**src/rtl/ccd_hreadout.sv**
```systemverilog
// ccd_hreadout -- CCD horizontal-register readout sequencer.
//
// One accepted `start` reads one line of `line_len` pixels. Each pixel walks
// through RG -> REF -> XFER -> SIG -> ADC, each sub-step PHASE_TICKS clocks
// long, driving the H1..H4 phases and the reset-gate / CDS / ADC strobes.
// The ADC word is captured at the end of ADC and handed to a one-entry
// valid/ready holding register. The CCD timing never waits for the consumer:
// a pixel that finds the holding register still occupied is dropped and the
// sticky `overrun` flag is raised.
//
// Optional feature, macro CCD_HREADOUT_DIGITAL_CDS_EN:
//   the ADC word is also latched at the end of REF, and the delivered pixel
//   becomes (signal - reference), floored at zero. Analog strobes are the same.
//   Without the macro the raw ADC word is delivered and no reference register
//   exists.

module ccd_hreadout #(
  parameter int PHASE_TICKS = 4,
  parameter int PIXEL_W     = 12,
  parameter int CNT_W       = 16
) (
  input  logic               clk,
  input  logic               rst,
  input  logic               start,
  input  logic [CNT_W-1:0]   line_len,
  output logic               busy,
  output logic               done,
  input  logic [PIXEL_W-1:0] ccd_adc,
  output logic [3:0]         ccd_horizontal_phases,
  output logic               ccd_rg,
  output logic               ccd_cds_1,
  output logic               ccd_cds_2,
  output logic               ccd_adc_sample,
  output logic [PIXEL_W-1:0] pix_data,
  output logic               pix_valid,
  input  logic               pix_ready,
  output logic               overrun
);

  // Tick counter must hold 0..PHASE_TICKS-1; keep at least one bit.
  localparam int                TICK_W    = (PHASE_TICKS > 1) ? $clog2(PHASE_TICKS) : 1;
  localparam logic [TICK_W-1:0] TICK_LAST = TICK_W'(PHASE_TICKS - 1);

  localparam logic [2:0] ST_IDLE = 3'd0;
  localparam logic [2:0] ST_RG   = 3'd1;
  localparam logic [2:0] ST_REF  = 3'd2;
  localparam logic [2:0] ST_XFER = 3'd3;
  localparam logic [2:0] ST_SIG  = 3'd4;
  localparam logic [2:0] ST_ADC  = 3'd5;
  localparam logic [2:0] ST_FIN  = 3'd6;

  // H1..H4 patterns: parked, transfer, signal, convert.
  localparam logic [3:0] H_PARK = 4'b0011;
  localparam logic [3:0] H_XFER = 4'b0110;
  localparam logic [3:0] H_SIG  = 4'b1100;
  localparam logic [3:0] H_ADC  = 4'b1001;

  // Pin image for a state: {h[3:0], rg, cds_1, cds_2, adc_sample}.
  function automatic logic [7:0] pins_for(input logic [2:0] st);
    logic [7:0] p;
    case (st)
      ST_RG:   p = {H_PARK, 4'b1000};
      ST_REF:  p = {H_PARK, 4'b0100};
      ST_XFER: p = {H_XFER, 4'b0000};
      ST_SIG:  p = {H_SIG,  4'b0010};
      ST_ADC:  p = {H_ADC,  4'b0001};
      default: p = {H_PARK, 4'b0000};
    endcase
    return p;
  endfunction

  logic [2:0]         state_r;
  logic [2:0]         state_nxt_s;
  logic [TICK_W-1:0]  tick_r;
  logic [CNT_W-1:0]   cnt_r;
  logic [CNT_W-1:0]   len_r;
  logic               last_tick_s;
  logic               timed_s;
  logic               start_ok_s;
  logic               line_end_s;
  logic               cap_s;
  logic [7:0]         pins_nxt_s;
  logic [PIXEL_W-1:0] pixel_s;
  logic [PIXEL_W-1:0] cap_data_r;
  logic               cap_pend_r;

  assign last_tick_s = (tick_r == TICK_LAST);
  assign timed_s     = (state_r >= ST_RG) && (state_r <= ST_ADC);
  // A start in the cycle that shows `done` belongs to the line just finished.
  assign start_ok_s  = start && (state_r == ST_IDLE) && !done;
  // Compare one bit wider so a maximal line_len cannot wrap the count.
  assign line_end_s  = (({1'b0, cnt_r} + {{CNT_W{1'b0}}, 1'b1}) == {1'b0, len_r});
  assign cap_s       = (state_r == ST_ADC) && last_tick_s;
  assign pins_nxt_s  = pins_for(state_nxt_s);

  // Next-state decode for the per-pixel sub-step sequence.
  always_comb begin
    state_nxt_s = state_r;
    case (state_r)
      ST_IDLE: begin
        if (start_ok_s) begin
          if (line_len == {CNT_W{1'b0}}) begin
            state_nxt_s = ST_FIN;
          end else begin
            state_nxt_s = ST_RG;
          end
        end else begin
          state_nxt_s = ST_IDLE;
        end
      end
      ST_RG: begin
        if (last_tick_s) state_nxt_s = ST_REF;
        else             state_nxt_s = ST_RG;
      end
      ST_REF: begin
        if (last_tick_s) state_nxt_s = ST_XFER;
        else             state_nxt_s = ST_REF;
      end
      ST_XFER: begin
        if (last_tick_s) state_nxt_s = ST_SIG;
        else             state_nxt_s = ST_XFER;
      end
      ST_SIG: begin
        if (last_tick_s) state_nxt_s = ST_ADC;
        else             state_nxt_s = ST_SIG;
      end
      ST_ADC: begin
        if (last_tick_s) begin
          if (line_end_s) state_nxt_s = ST_FIN;
          else            state_nxt_s = ST_RG;
        end else begin
          state_nxt_s = ST_ADC;
        end
      end
      ST_FIN:  state_nxt_s = ST_IDLE;
      default: state_nxt_s = ST_IDLE;
    endcase
  end

  // State register.
  always_ff @(posedge clk or posedge rst) begin
    if (rst) state_r <= ST_IDLE;
    else     state_r <= state_nxt_s;
  end

  // Sub-step tick counter: restarts on every state change, idle outside RG..ADC.
  always_ff @(posedge clk or posedge rst) begin
    if (rst) begin
      tick_r <= {TICK_W{1'b0}};
    end else if (timed_s && (state_nxt_s == state_r)) begin
      tick_r <= tick_r + TICK_W'(1);
    end else begin
      tick_r <= {TICK_W{1'b0}};
    end
  end

  // Line length latch and pixel counter.
  always_ff @(posedge clk or posedge rst) begin
    if (rst) begin
      len_r <= {CNT_W{1'b0}};
      cnt_r <= {CNT_W{1'b0}};
    end else if (start_ok_s) begin
      len_r <= line_len;
      cnt_r <= {CNT_W{1'b0}};
    end else if (cap_s) begin
      cnt_r <= cnt_r + CNT_W'(1);
    end
  end

  // Registered pin drive and status, decoded from the state being entered.
  always_ff @(posedge clk or posedge rst) begin
    if (rst) begin
      ccd_horizontal_phases <= H_PARK;
      ccd_rg                <= 1'b0;
      ccd_cds_1             <= 1'b0;
      ccd_cds_2             <= 1'b0;
      ccd_adc_sample        <= 1'b0;
      busy                  <= 1'b0;
      done                  <= 1'b0;
    end else begin
      ccd_horizontal_phases <= pins_nxt_s[7:4];
      ccd_rg                <= pins_nxt_s[3];
      ccd_cds_1             <= pins_nxt_s[2];
      ccd_cds_2             <= pins_nxt_s[1];
      ccd_adc_sample        <= pins_nxt_s[0];
      busy                  <= (state_nxt_s != ST_IDLE);
      done                  <= (state_r == ST_FIN);
    end
  end

`ifdef CCD_HREADOUT_DIGITAL_CDS_EN
  logic [PIXEL_W-1:0] ref_r;
  logic [PIXEL_W:0]   diff_s;

  // Reference level latched on the last clock of REF.
  always_ff @(posedge clk or posedge rst) begin
    if (rst) begin
      ref_r <= {PIXEL_W{1'b0}};
    end else if ((state_r == ST_REF) && last_tick_s) begin
      ref_r <= ccd_adc;
    end
  end

  // Digital CDS: signal minus reference, negative results floored at zero.
  always_comb begin
    diff_s = {1'b0, ccd_adc} - {1'b0, ref_r};
    if (diff_s[PIXEL_W]) begin
      pixel_s = {PIXEL_W{1'b0}};
    end else begin
      pixel_s = diff_s[PIXEL_W-1:0];
    end
  end
`else
  // Raw ADC word is the pixel.
  always_comb begin
    pixel_s = ccd_adc;
  end
`endif

  // Capture stage: pixel registered on the last clock of ADC.
  always_ff @(posedge clk or posedge rst) begin
    if (rst) begin
      cap_data_r <= {PIXEL_W{1'b0}};
      cap_pend_r <= 1'b0;
    end else begin
      cap_pend_r <= cap_s;
      if (cap_s) begin
        cap_data_r <= pixel_s;
      end
    end
  end

  // One-entry holding register; a busy slot keeps its pixel and drops the new one.
  always_ff @(posedge clk or posedge rst) begin
    if (rst) begin
      pix_data  <= {PIXEL_W{1'b0}};
      pix_valid <= 1'b0;
    end else if (cap_pend_r) begin
      if (pix_valid && !pix_ready) begin
        pix_valid <= 1'b1;
      end else begin
        pix_data  <= cap_data_r;
        pix_valid <= 1'b1;
      end
    end else if (pix_valid && pix_ready) begin
      pix_valid <= 1'b0;
    end
  end

  // Sticky overrun: set on a dropped pixel, cleared by reset or an accepted start.
  always_ff @(posedge clk or posedge rst) begin
    if (rst) begin
      overrun <= 1'b0;
    end else if (start_ok_s) begin
      overrun <= 1'b0;
    end else if (cap_pend_r && pix_valid && !pix_ready) begin
      overrun <= 1'b1;
    end
  end

endmodule

```
**config.mk**
```make
export PLATFORM = sky130hd
export DESIGN_NAME = ccd_hreadout
export DESIGN_NICKNAME = d
export VERILOG_FILES = /design/src/rtl/ccd_hreadout.sv
export SDC_FILE = /design/constraint.sdc
export NUM_CORES = 1
export LEC_CHECK = 0
export CORE_AREA = 3 3 105 107
export DETAILED_ROUTE_END_ITERATION = 8
export DIE_AREA = 0 0 108 110
export PLACE_DENSITY = 0.6
export SLEW_MARGIN = 20
export SYNTH_ARGS = -nofsm -noshare
export SYNTH_HDL_FRONTEND = slang
export SYNTH_SLANG_ARGS = --single-unit
```
**constraint.sdc**
```tcl
create_clock -name clk -period 5.36 [get_ports clk]
set_input_delay 0.804 -clock clk [delete_from_list [all_inputs] [get_ports clk]]
set_output_delay 0.804 -clock clk [all_outputs]
set_load 0.03 [all_outputs]
```
# [Word level (Yosys, flattened, before mapping)]
# Cells that the tools add are included.
[classes] addsub=3 order_cmp=2 eq_ne=14 n_mux=17 n_bitwise=1 reduce_logical=18
[op_table] cell="8-bit case mux with 5 select lines" n=1
[op_table] cell="16-bit two-way mux" n=2
[op_table] cell="3-bit case mux with 6 select lines" n=1
[op_table] cell="16-bit by 1-bit adder with 17-bit output, second input constant" n=1
[op_table] cell="17-bit by 16-bit equality test with 1-bit output" n=1
[op_table] cell="16-bit by 1-bit adder with 16-bit output, second input constant" n=1
[op_table] cell="16-bit zero test" n=1
[op_table] cell="3-bit equality test, second input constant" n=5
[op_table] cell="3-bit two-way mux" n=5
[op_table] cell="3-bit by 2-bit equality test with 1-bit output, second input constant" n=4
[op_table] cell="1-bit logical AND" n=9
[op_table] cell="3-bit by 1-bit equality test with 1-bit output, second input constant" n=2
[op_table] cell="1-bit two-way mux" n=6
[op_table] cell="2-bit nonzero test" n=3
[op_table] cell="2-bit two-way mux" n=2
[op_table] cell="3-bit equality test" n=1
[op_table] cell="3-bit by 1-bit greater-or-equal comparator with 1-bit output, second input constant" n=1
[op_table] cell="3-bit less-or-equal comparator, second input constant" n=1
[op_table] cell="3-bit zero test" n=1
[op_table] cell="3-bit nonzero test" n=1
[op_table] cell="2-bit by 1-bit adder with 2-bit output, second input constant" n=1
[op_table] cell="2-bit equality test, second input constant" n=1
[op_table] cell="1-bit zero test" n=2
[op_table] cell="2-bit AND reduction" n=1
[op_table] cell="1-bit NOT" n=1
[word_totals] reg_bits=74 in_bits=32 output_inout_bits=24 elab_cells=71

# [Longest topological paths before layout]
# Gate-level depths: netlist of the first run.
[logic_depth] depth_word=8 ltp_mapped=9 ltp_nobuf=8

# [Worst setup path before layout of the first run]
# OpenSTA, ideal clock, no wires.
[synth_path] path_kind="reg-to-reg" start="reg cnt_r[0]" end="reg state_r[1]" setup_ns=0.120 arrival_ns=2.051 required_ns=5.240 path_slack_ns=3.189 stages_incl_launch_ff=9 n_path_buf=1 period_less_slack_ns=2.171 cell_sequence="dfrtp_1 > ha_1 > buf_2 > nand4_2 > nor4_2 > o21ai_1 > a211o_1 > and4_4 > a31o_1"
[synth_via] elab_chain_len=5
[synth_lines] item="start: declaration" line_no="75" text="logic [CNT_W-1:0] cnt_r;"
[synth_lines] item="start signal: assignment" line_no="161" text="cnt_r <= {CNT_W{1'b0}};"
[synth_lines] item="start signal: assignment" line_no="164" text="cnt_r <= {CNT_W{1'b0}};"
[synth_lines] item="start signal: assignment" line_no="166" text="cnt_r <= cnt_r + CNT_W'(1);"
[synth_lines] item="16-bit by 1-bit adder with 17-bit output" line_no="92" text="assign line_end_s = (({1'b0, cnt_r} + {{CNT_W{1'b0}}, 1'b1}) == {1'b0, len_r});"
[synth_lines] item="17-bit by 16-bit equality test with 1-bit output" line_no="92"
[synth_lines] item="3-bit two-way mux" line_no="129" text="if (line_end_s) state_nxt_s = ST_FIN;"
[synth_lines] item="3-bit two-way mux" line_no="128" text="if (last_tick_s) begin"
[synth_lines] item="3-bit case mux with 6 select lines" line_no="99" text="case (state_r)"
[synth_lines] item="net state_nxt_s[1]" line_no="73" text="logic [2:0] state_nxt_s;"
[synth_lines] item="end signal: assignment" line_no="143" text="else state_r <= state_nxt_s;"
[synth_lines] item="end: declaration" line_no="72" text="logic [2:0] state_r;"
# The timed path passes the listed nets, and every way through them passes these cells.
# A chain may end at the register's enable or synchronous reset.

# [Worst setup path in the final report of the first run]
[layout_path] start="reg tick_r[0]" end="reg cnt_r[8]"
[layout_via] elab_chain_len=3
[layout_lines] item="start: declaration" line_no="74" text="logic [TICK_W-1:0] tick_r;"
[layout_lines] item="start signal: assignment" line_no="149" text="tick_r <= {TICK_W{1'b0}};"
[layout_lines] item="start signal: assignment" line_no="151" text="tick_r <= tick_r + TICK_W'(1);"
[layout_lines] item="start signal: assignment" line_no="153" text="tick_r <= {TICK_W{1'b0}};"
[layout_lines] item="2-bit equality test" line_no="87" text="assign last_tick_s = (tick_r == TICK_LAST);"
[layout_lines] item="1-bit logical AND" line_no="93" text="assign cap_s = (state_r == ST_ADC) && last_tick_s;"
[layout_lines] item="2-bit nonzero test (no source line)"
# Every way passes these cells.

==> impl_metrics.ini, run 1 <==
[outcome]
status = complete, no violations

[min_path]
hold_path.class = flop to flop
hold_path_depth = 1
hold_start = tick_r[0]
hold_end = tick_r[0]

[sta]
finalSetupViolCount = 0
min_period_ns = 3.39
worst_clock_skew_ns = 0.00771
grt_setup_unrepaired = no
slew_violations = 0
period_share = 0.633
hold_violations = 0
max_slew.worst_pin.slew_ns = 1.00
max-slew-margin-rel = 0.331
tns_ns = 0
fmax_mhz = 295

[final_layout]
final_core_util = 0.431
layout-drive-gt1-share = 0.139
final_nets = 438
postLayoutCellArea_sq_um = 4410
fillers = 995
area_growth_syn_to_layout_pct = 24.1
diodes = 0

[power_and_ir_drop]
peakVddDrop_mv = 0.119
p_leak_uw = 0.00191
power_density_nw_per_um2 = 238

[critical_path]
critPathLaunchType = flop
timing.rr.start = tick_r[0]
worstPathArrival_ns = 3.61
crit_path_max_fanout = 31
crit_chain = ha_1 -> and2_1 -> nand2_1 -> inv_2 -> a21oi_1 -> o21ai_0 -> o41ai_1
crit_path_end_kind = flop
r2r_setup_slack_ns = 1.97
r2r_cells = 7
r2r_end = cnt_r[8]
path_buf_inv = 1
cpMaxStageDelayCell = a21oi_1
critical_path.top_delay_family = compound AO/OA/AOI/OAI gates
required_ns = 5.58
slowest_delay_ns = 0.85
worst-setup-path-type = flop to flop

[floorplan]
die_y_um = 110
die_w_um = 108
die-area_sq_um = 11900
core-area_sq_um = 10200
pin_count = 56
fp-row-count = 37
start_util = 0.348

[yosys]
ys_warn_count = 0
synthTopCellsByArea = dfrtp_1 51%, mux2_2 8.9%, nand2_1 6.9%, xnor2_1 4.4%, o21ai_0 3.9%
ys_ff_latch = 74
synth_top_cell_by_area = dfrtp_1
synth_cells = 352
synth.yosys.seq_area_share = 0.521
syn_nets = 386
synth_cell_types = 45
syn_area_per_cell_sq_um = 10.1
netlist_area_sq_um = 3560
synth_top_area_share = 0.507

[clock_tree]
clock_sinks = 74
holdBufCountCts = 0
cts_setup_buffers = 0
clockBufferDepth = 2
root_buffer = clkbuf_8
cts.clk_slew.worst_paths_ns = 0.07
clk_latency_ns = 0.34
cts_tree = yes
htree_levels = 3
cts_resized = 0
cts_buffers = 9

[global_route]
grt_usage = 0.133
grt_start_max_net_pins = 52
grt_pass1_vias = 2605
grt_pass1_wl_um = 12600
antenna_found_initial = 0
grt-ovfl-total = 0

[place]
dpl.hpwl_um = 5460
dpl_cell_area_sq_um = 4230
globalplace.congestion = 0.846
io_buffer_count = 55

[routing]
drt_pre_antenna_iters = 4
vias_per_cell = 5.01
drt_iter0_drc = 166
remaining_drc_errors = 0
num_vias = 2729
drt-total-wl_um = 7600
ant_nets = 0
wl_per_cell_um = 14.0

[run]
drv_cap = 0
==> worst max path at each step <==
stage	startpoint	to	slack, ns	cells past startpoint
floorplan	rst	busy	2.68	1
global placement	tick_r[0]	cnt_r[8]	2.09	7
detailed placement	tick_r[0]	cnt_r[8]	1.89	7
CTS	tick_r[0]	cnt_r[8]	1.85	7
global route	tick_r[0]	cnt_r[8]	1.52	7
finish	tick_r[0]	cnt_r[8]	1.97	7
==> where the power goes <==
group | switching (uW) | internal, uW | leakage (uW)
Clock | 199 | 214 | 0.0000893
Sequential | 4.59 | 567 | 0.000936
Combinational | 31.2 | 34.0 | 0.000886
Total | 235 | 815 | 0.00191
==> cells in the mapped netlist, drive strengths merged <==
master / n
nor3b: 1
o41ai: 1
dfstp: 2
nand3: 15
or2: 2
clkbuf: 13
o31ai: 2
dfrtp: 72
xor2: 9
a211oi: 1
nand2: 65
nor2b: 4
ha: 2
a21oi: 9
a21o: 1
a31oi: 2
xnor2: 18
and2: 2
nor4: 7
or4: 1
and4: 2
a211o: 2
buf: 2
o311ai: 1
o21a: 3
nand2b: 2
nor3: 8
o21ai: 30
a31o: 1
and3: 5
nor4b: 1
o211ai: 2
inv: 9
nor2: 20
nand4: 6
a41oi: 1
mux2: 28
==> sequential cells by signal, indices dropped and copies added, names as in the netlist <==
signal,cells
busy,1
cap_data_r,12
cap_pend_r,1
ccd_adc_sample,1
ccd_cds_1,1
ccd_cds_2,1
ccd_horizontal_phases,4
ccd_rg,1
cnt_r,16
done,1
len_r,16
overrun,1
pix_data,12
pix_valid,1
state_r,3
tick_r,2
==> logic make-up after synthesis <==
group	count (synthesis)	share of synthesized area
simple gates	141	0.197
mux	28	0.0886
fa+ha+maj	2	0.00703
xor+xnor	27	0.0665
buf+inv	24	0.0260
flops	74	0.521
compound gates	56	0.0936
==> cell usage in the layout, fill, tap and decap left out, types with 2 or more instances in the layout <==
cell type and count:
nand4_1 5, mux2_2 28, nor2b_1 4, and2_1 2
or2_2 2, a211o_1 2, dfstp_2 2, o21ai_0 28
o21ai_1 2, and3_1 4, xnor2_1 18, nand2_1 65
o21a_1 3, inv_1 7, nand2b_1 2, a31oi_1 2
o211ai_1 2, clkbuf_8 9, ha_1 2, xor2_1 9
dfrtp_1 72, nor4_2 2, nor4_1 5, nor2_1 20
nand3_1 14, a21oi_1 9, o31ai_1 2, nor3_1 7
clkbuf_1 2, clkinv_2 3, clkinvlp_4 2, clkdlybuf4s50_1 55
==> cell type report <==
type	count	area, sq um	share of cell area
Multi-Input combinational cell	254	1610	0.365
Sequential cell	74	1850	0.420
Timing Repair Buffer	56	558	0.126
Tap cell	136	170	0.0385
Inverter	9	35.0	0.00794
Clock buffer	11	131	0.0298
Clock inverter	5	55.1	0.0125
==> routing by layer <==
metal | vias to the layer above | track usage | share of wire
met5 | - | 0 | 0
met4 | 0 | 0.0388 | 0.0025
met3 | 2 | 0.0262 | 0.059
met2 | 73 | 0.211 | 0.46
met1 | 1336 | 0.187 | 0.48
li1 | 1318 | - | -
==> metrics by stage <==
step,hold slack (ns),power (uW),setup slack (ns),instances
detailed placement,0.442,649,1.89,529
floorplan,0.418,609,2.68,352
global placement,0.426,649,2.09,529
CTS,0.453,1070,1.85,545
global route,0.464,1100,1.52,545
finish,0.459,1050,1.97,545
Power figures use the tool's default switching activity.
==> inputs of run 2 (changes only) <==
==> constraint.sdc (replaced) <==
create_clock -name clk -period 3.3 [get_ports clk]
set_input_delay 0.495 -clock clk [delete_from_list [all_inputs] [get_ports clk]]
set_output_delay 0.495 -clock clk [all_outputs]
set_load 0.03 [all_outputs]
==> impl_metrics.ini, run 2 (synthesized netlist as in run 1, its figures left out) <==
[outcome]
status = complete, no violations

[critical_path]
critPathLaunchType = flop
crit_chain = ha_1 -> nand4_2 -> nor4_2 -> o21ai_1 -> a211o_1 -> and4_4 -> a31o_1
slowest_delay_ns = 0.50
worstPathArrival_ns = 2.72
cpMaxStageDelayCell = dfrtp_1
crit_path_end_kind = flop
r2r_cells = 7
cp.depth = 7
critPathCapture = state_r[1]
r2r_setup_slack_ns = 0.81
path_buf_inv = 0
cp-startpoint = cnt_r[0]
critical_path.top_delay_family = simple AND/OR/NAND/NOR gates
crit_path_max_fanout = 8
required_ns = 3.53
worst-setup-path-type = flop to flop
r2r_end = state_r[1]
timing.rr.start = cnt_r[0]

[sta]
hold_violations = 0
timing.final.ws_setup_ns = 0.810
max_slew.worst_pin.slew_ns = 0.595
tns_ns = 0
worst_hold_slack_ns = 0.450
min_period_ns = 2.49
grt_setup_unrepaired = no
finalSetupViolCount = 0
slew_violations = 0
worst_clock_skew_ns = 0.00848
period_share = 0.755
fmax_mhz = 402
max-slew-margin-rel = 0.603

[clock_tree]
cts.clk_slew.worst_paths_ns = 0.08
cts_buffers = 9
cts_setup_buffers = 0
clk_latency_ns = 0.34
clock_sinks = 74
clockBufferDepth = 2
holdBufCountCts = 0
cts_resized = 0
htree_levels = 3
root_buffer = clkbuf_8
cts_tree = yes

[final_layout]
reg_top3 = cnt_r x16, len_r x16
layout-drive-gt1-share = 0.150
diodes = 0
area_growth_syn_to_layout_pct = 25.7
final_cell_mix = 72 x dfrtp_1, 65 x nand2_1, 55 x clkdlybuf4s50_1
final_nets = 442
final_common_cell = dfrtp_1

[global_route]
antenna_found_initial = 0
grt_pass1_vias = 2514
grt_start_max_net_pins = 48
grt-ovfl-total = 0
grt_pass1_wl_um = 12500
grt_usage = 0.133

[floorplan]
start_util = 0.348
pin_count = 56
die_w_um = 108
die-area_sq_um = 11900
die_y_um = 110
core-area_sq_um = 10200
fp-row-count = 37

[min_path]
hold_path.class = flop to flop
hold_start = tick_r[0]

[routing]
remaining_drc_errors = 0
num_vias = 2707
drt_iter0_drc = 130
drt-total-wl_um = 7650
vias_per_cell = 4.93
wl_per_cell_um = 13.9
drt_pre_antenna_iters = 4
ant_nets = 0

[place]
dp_slack_ns = 0.672
dpl.hpwl_um = 5340
io_buffer_count = 55
globalplace.congestion = 0.830

[run]
drv_cap = 0

[power_and_ir_drop]
p_leak_uw = 0.00195
peakVddDrop_mv = 0.214
power_density_nw_per_um2 = 394
p_total_uw = 1760
run 2: changes by cell type in the layout (fill, tap and decap cells not counted), sizes merged:
cell      change
inv           +3
clkinv        -1
clkinvlp      -2
buf           +4
run 2: stage by stage:
stage,area (sq um),cells,util
final,4470,549,0.437
after global routing,4470,549,0.437
after CTS,4470,549,0.437
after detailed placement,4270,533,0.417
after global placement,4270,533,0.417
after floorplan,3560,352,-
run 2: report_power, final:
| part | switching, uW | internal [uW] | leakage (uW) |
|---|---|---|---|
| Combinational | 50.5 | 56.8 | 0.000909 |
| Clock | 349 | 376 | 0.000104 |
| Sequential | 7.30 | 921 | 0.000936 |
| Total | 406 | 1350 | 0.00195 |
run 2: how the worst min path moves through the flow:
stage / endpoint / slack (ns) / cells past startpoint
6_report: tick_r[0] / 0.45 / 1
5_1_grt: tick_r[0] / 0.47 / 1
4_1_cts: tick_r[0] / 0.45 / 1
3_5_place_dp: tick_r[0] / 0.44 / 1
3_3_place_gp: tick_r[0] / 0.43 / 1
2_1_floorplan: tick_r[0] / 0.42 / 1
run 2: routing by layer:
metal | routed length, um | global-route usage | vias up | share of wire
met5 | 0 | 0 | - | 0
met4 | 62 | 0.0352 | 0 | 0.0081
met1 | 3570 | 0.176 | 1312 | 0.47
met3 | 411 | 0.0309 | 8 | 0.054
met2 | 3600 | 0.220 | 59 | 0.47
li1 | - | - | 1328 | -
run 2: layout make-up:
cell class / instances / area (sq um)
clock buffers: 11 / 141
clock inverters: 5 / 61.3
fillers: 1003 / 5760
inverters: 9 / 33.8
multi-input cells: 254 / 1610
flip-flops and latches: 74 / 1850
well taps: 136 / 170
repair buffers: 60 / 601
==> inputs of run 3 (changes only) <==
--- a/config.mk
+++ b/config.mk
@@ -8,7 +8,7 @@
 export CORE_AREA = 3 3 105 107
 export DETAILED_ROUTE_END_ITERATION = 8
 export DIE_AREA = 0 0 108 110
-export PLACE_DENSITY = 0.6
+export PLACE_DENSITY = 0.62
 export SLEW_MARGIN = 20
 export SYNTH_ARGS = -nofsm -noshare
 export SYNTH_HDL_FRONTEND = slang
==> constraint.sdc (replaced) <==
create_clock -name clk -period 2.2 [get_ports clk]
set_input_delay 0.33 -clock clk [delete_from_list [all_inputs] [get_ports clk]]
set_output_delay 0.33 -clock clk [all_outputs]
set_load 0.03 [all_outputs]
==> impl_metrics.ini, run 3 (synthesized netlist as in run 1, its figures left out) <==
[outcome]
status = complete, no violations

[sta]
hold_violations = 0
fmax_mhz = 480
max_slew.worst_pin.slew_ns = 0.632
max-slew-margin-rel = 0.578
period_share = 0.947
grt_setup_unrepaired = no
slew_violations = 0
min_period_ns = 2.08
worst_clock_skew_ns = 0.0117
finalSetupViolCount = 0

[critical_path]
critPathLaunchType = flop
cpMaxStageDelayCell = dfrtp_1
crit_path_end_kind = flop
required_ns = 2.43
critical_path.top_delay_family = compound AO/OA/AOI/OAI gates
crit_path_max_fanout = 5
worstPathArrival_ns = 2.31
crit_chain = ha_2 -> buf_4 -> a21oi_1 -> o211ai_1 -> o311ai_0 -> a31oi_1 -> nor4_2 -> and4_4 -> a31o_1
path_buf_inv = 1
worst-setup-path-type = flop to flop
slowest_delay_ns = 0.36

[power_and_ir_drop]
power_density_nw_per_um2 = 586
switchingPower_uw = 614
p_sw_frac = 0.225
peakVddDrop_mv = 0.376
seq_power_share = 0.510
p_comb_frac = 0.062
p_leak_uw = 0.00206
clkPwrFrac = 0.428
intPower_uw = 2120

[routing]
ant_nets = 0
wl_per_cell_um = 14.1
drt_pre_antenna_iters = 4
drt-total-wl_um = 7970
vias_per_cell = 4.94
drt_iter0_drc = 146
remaining_drc_errors = 0
num_vias = 2785

[final_layout]
final_cell_mix = 70 x dfrtp_1, 64 x nand2_1, 55 x clkdlybuf4s50_1
final_nets = 457
layout-drive-gt1-share = 0.194
diodes = 0
area_growth_syn_to_layout_pct = 31.0
postLayoutCellArea_sq_um = 4660
final_common_cell = dfrtp_1
reg_top3 = cnt_r x16, len_r x16
final_core_util = 0.455
fillers = 957

[clock_tree]
holdBufCountCts = 0
clk_latency_ns = 0.34
clockBufferDepth = 2
cts_tree = yes
cts_buffers = 9
cts.clk_slew.worst_paths_ns = 0.09
clock_sinks = 74
htree_levels = 3
root_buffer = clkbuf_8

[floorplan]
die_y_um = 110
core-area_sq_um = 10200
die-area_sq_um = 11900
fp-row-count = 37
start_util = 0.348
die_w_um = 108
pin_count = 56

[place]
dpl.hpwl_um = 5820
io_buffer_count = 55
dpl_cell_area_sq_um = 4400
globalplace.congestion = 0.793

[min_path]
hold_path.class = input pin to async pin

[global_route]
grt_pass1_vias = 2855
grt_pass1_wl_um = 13400
grt_start_max_net_pins = 29
grt_usage = 0.143
antenna_found_initial = 0
grt-ovfl-total = 0

[run]
drv_cap = 0
## run 3: layout make-up
| class | count | area [sq um] | area share |
|---|---|---|---|
| well taps | 136 | 170 | 0.0365 |
| flip-flops and latches | 74 | 1860 | 0.399 |
| clock inverters | 6 | 87.6 | 0.0188 |
| multi-input cells | 254 | 1640 | 0.352 |
| repair buffers | 75 | 738 | 0.158 |
| clock buffers | 10 | 128 | 0.0274 |
| inverters | 9 | 37.5 | 0.00806 |
## run 3: per-layer routing
metal / share of wire / global-route usage
met1: 0.46 / 0.183
met2: 0.48 / 0.246
met3: 0.053 / 0.0332
met4: 0.0072 / 0.0397
met5: 0 / 0
## run 3: repair_timing
action                                  4_1_cts  5_1_grt
buffers inserted                              0        1
hold endpoints to repair                      0        0
endpoints found under the setup margin        0        5
resized for setup                             0        8
## run 3: power by group through the flow
| stage | combinational [uW] | sequential (uW) | clock [uW] |
|---|---|---|---|
| after floorplan | 42.5 | 1440 | 0 |
| after global placement | 171 | 1420 | 0 |
| after CTS | 173 | 1390 | 1200 |
| after global routing | 184 | 1400 | 1270 |
| final | 168 | 1390 | 1170 |
| after detailed placement | 173 | 1420 | 0 |
## run 3: worst paths after layout
path / start / end / slack [ns] / depth (start not counted)
worst min-delay path: rst / pix_valid / 0.42 / 2
worst max register to register: cnt_r[0] / state_r[1] / 0.12 / 9
min in group clk: tick_r[0] / tick_r[0] / 0.46 / 1
worst min register to register: tick_r[0] / tick_r[0] / 0.46 / 1
worst max-delay path: cnt_r[0] / state_r[1] / 0.12 / 9
max in group asynchronous: rst / ccd_horizontal_phases[1] / 1.21 / 3
## run 3: stage by stage
step                      instances  total power, uW  hold WS, ns  setup slack [ns]  TNS (ns)
after global placement          547             1590        0.430          -0.00183  -0.00264
after detailed placement        547             1590        0.450           -0.0133   -0.0202
after floorplan                 352             1480        0.418            0.0288         0
final                           564             2730        0.415             0.117         0
after global routing            564             2850        0.442            0.0209         0
after CTS                       563             2770        0.426            0.0554         0
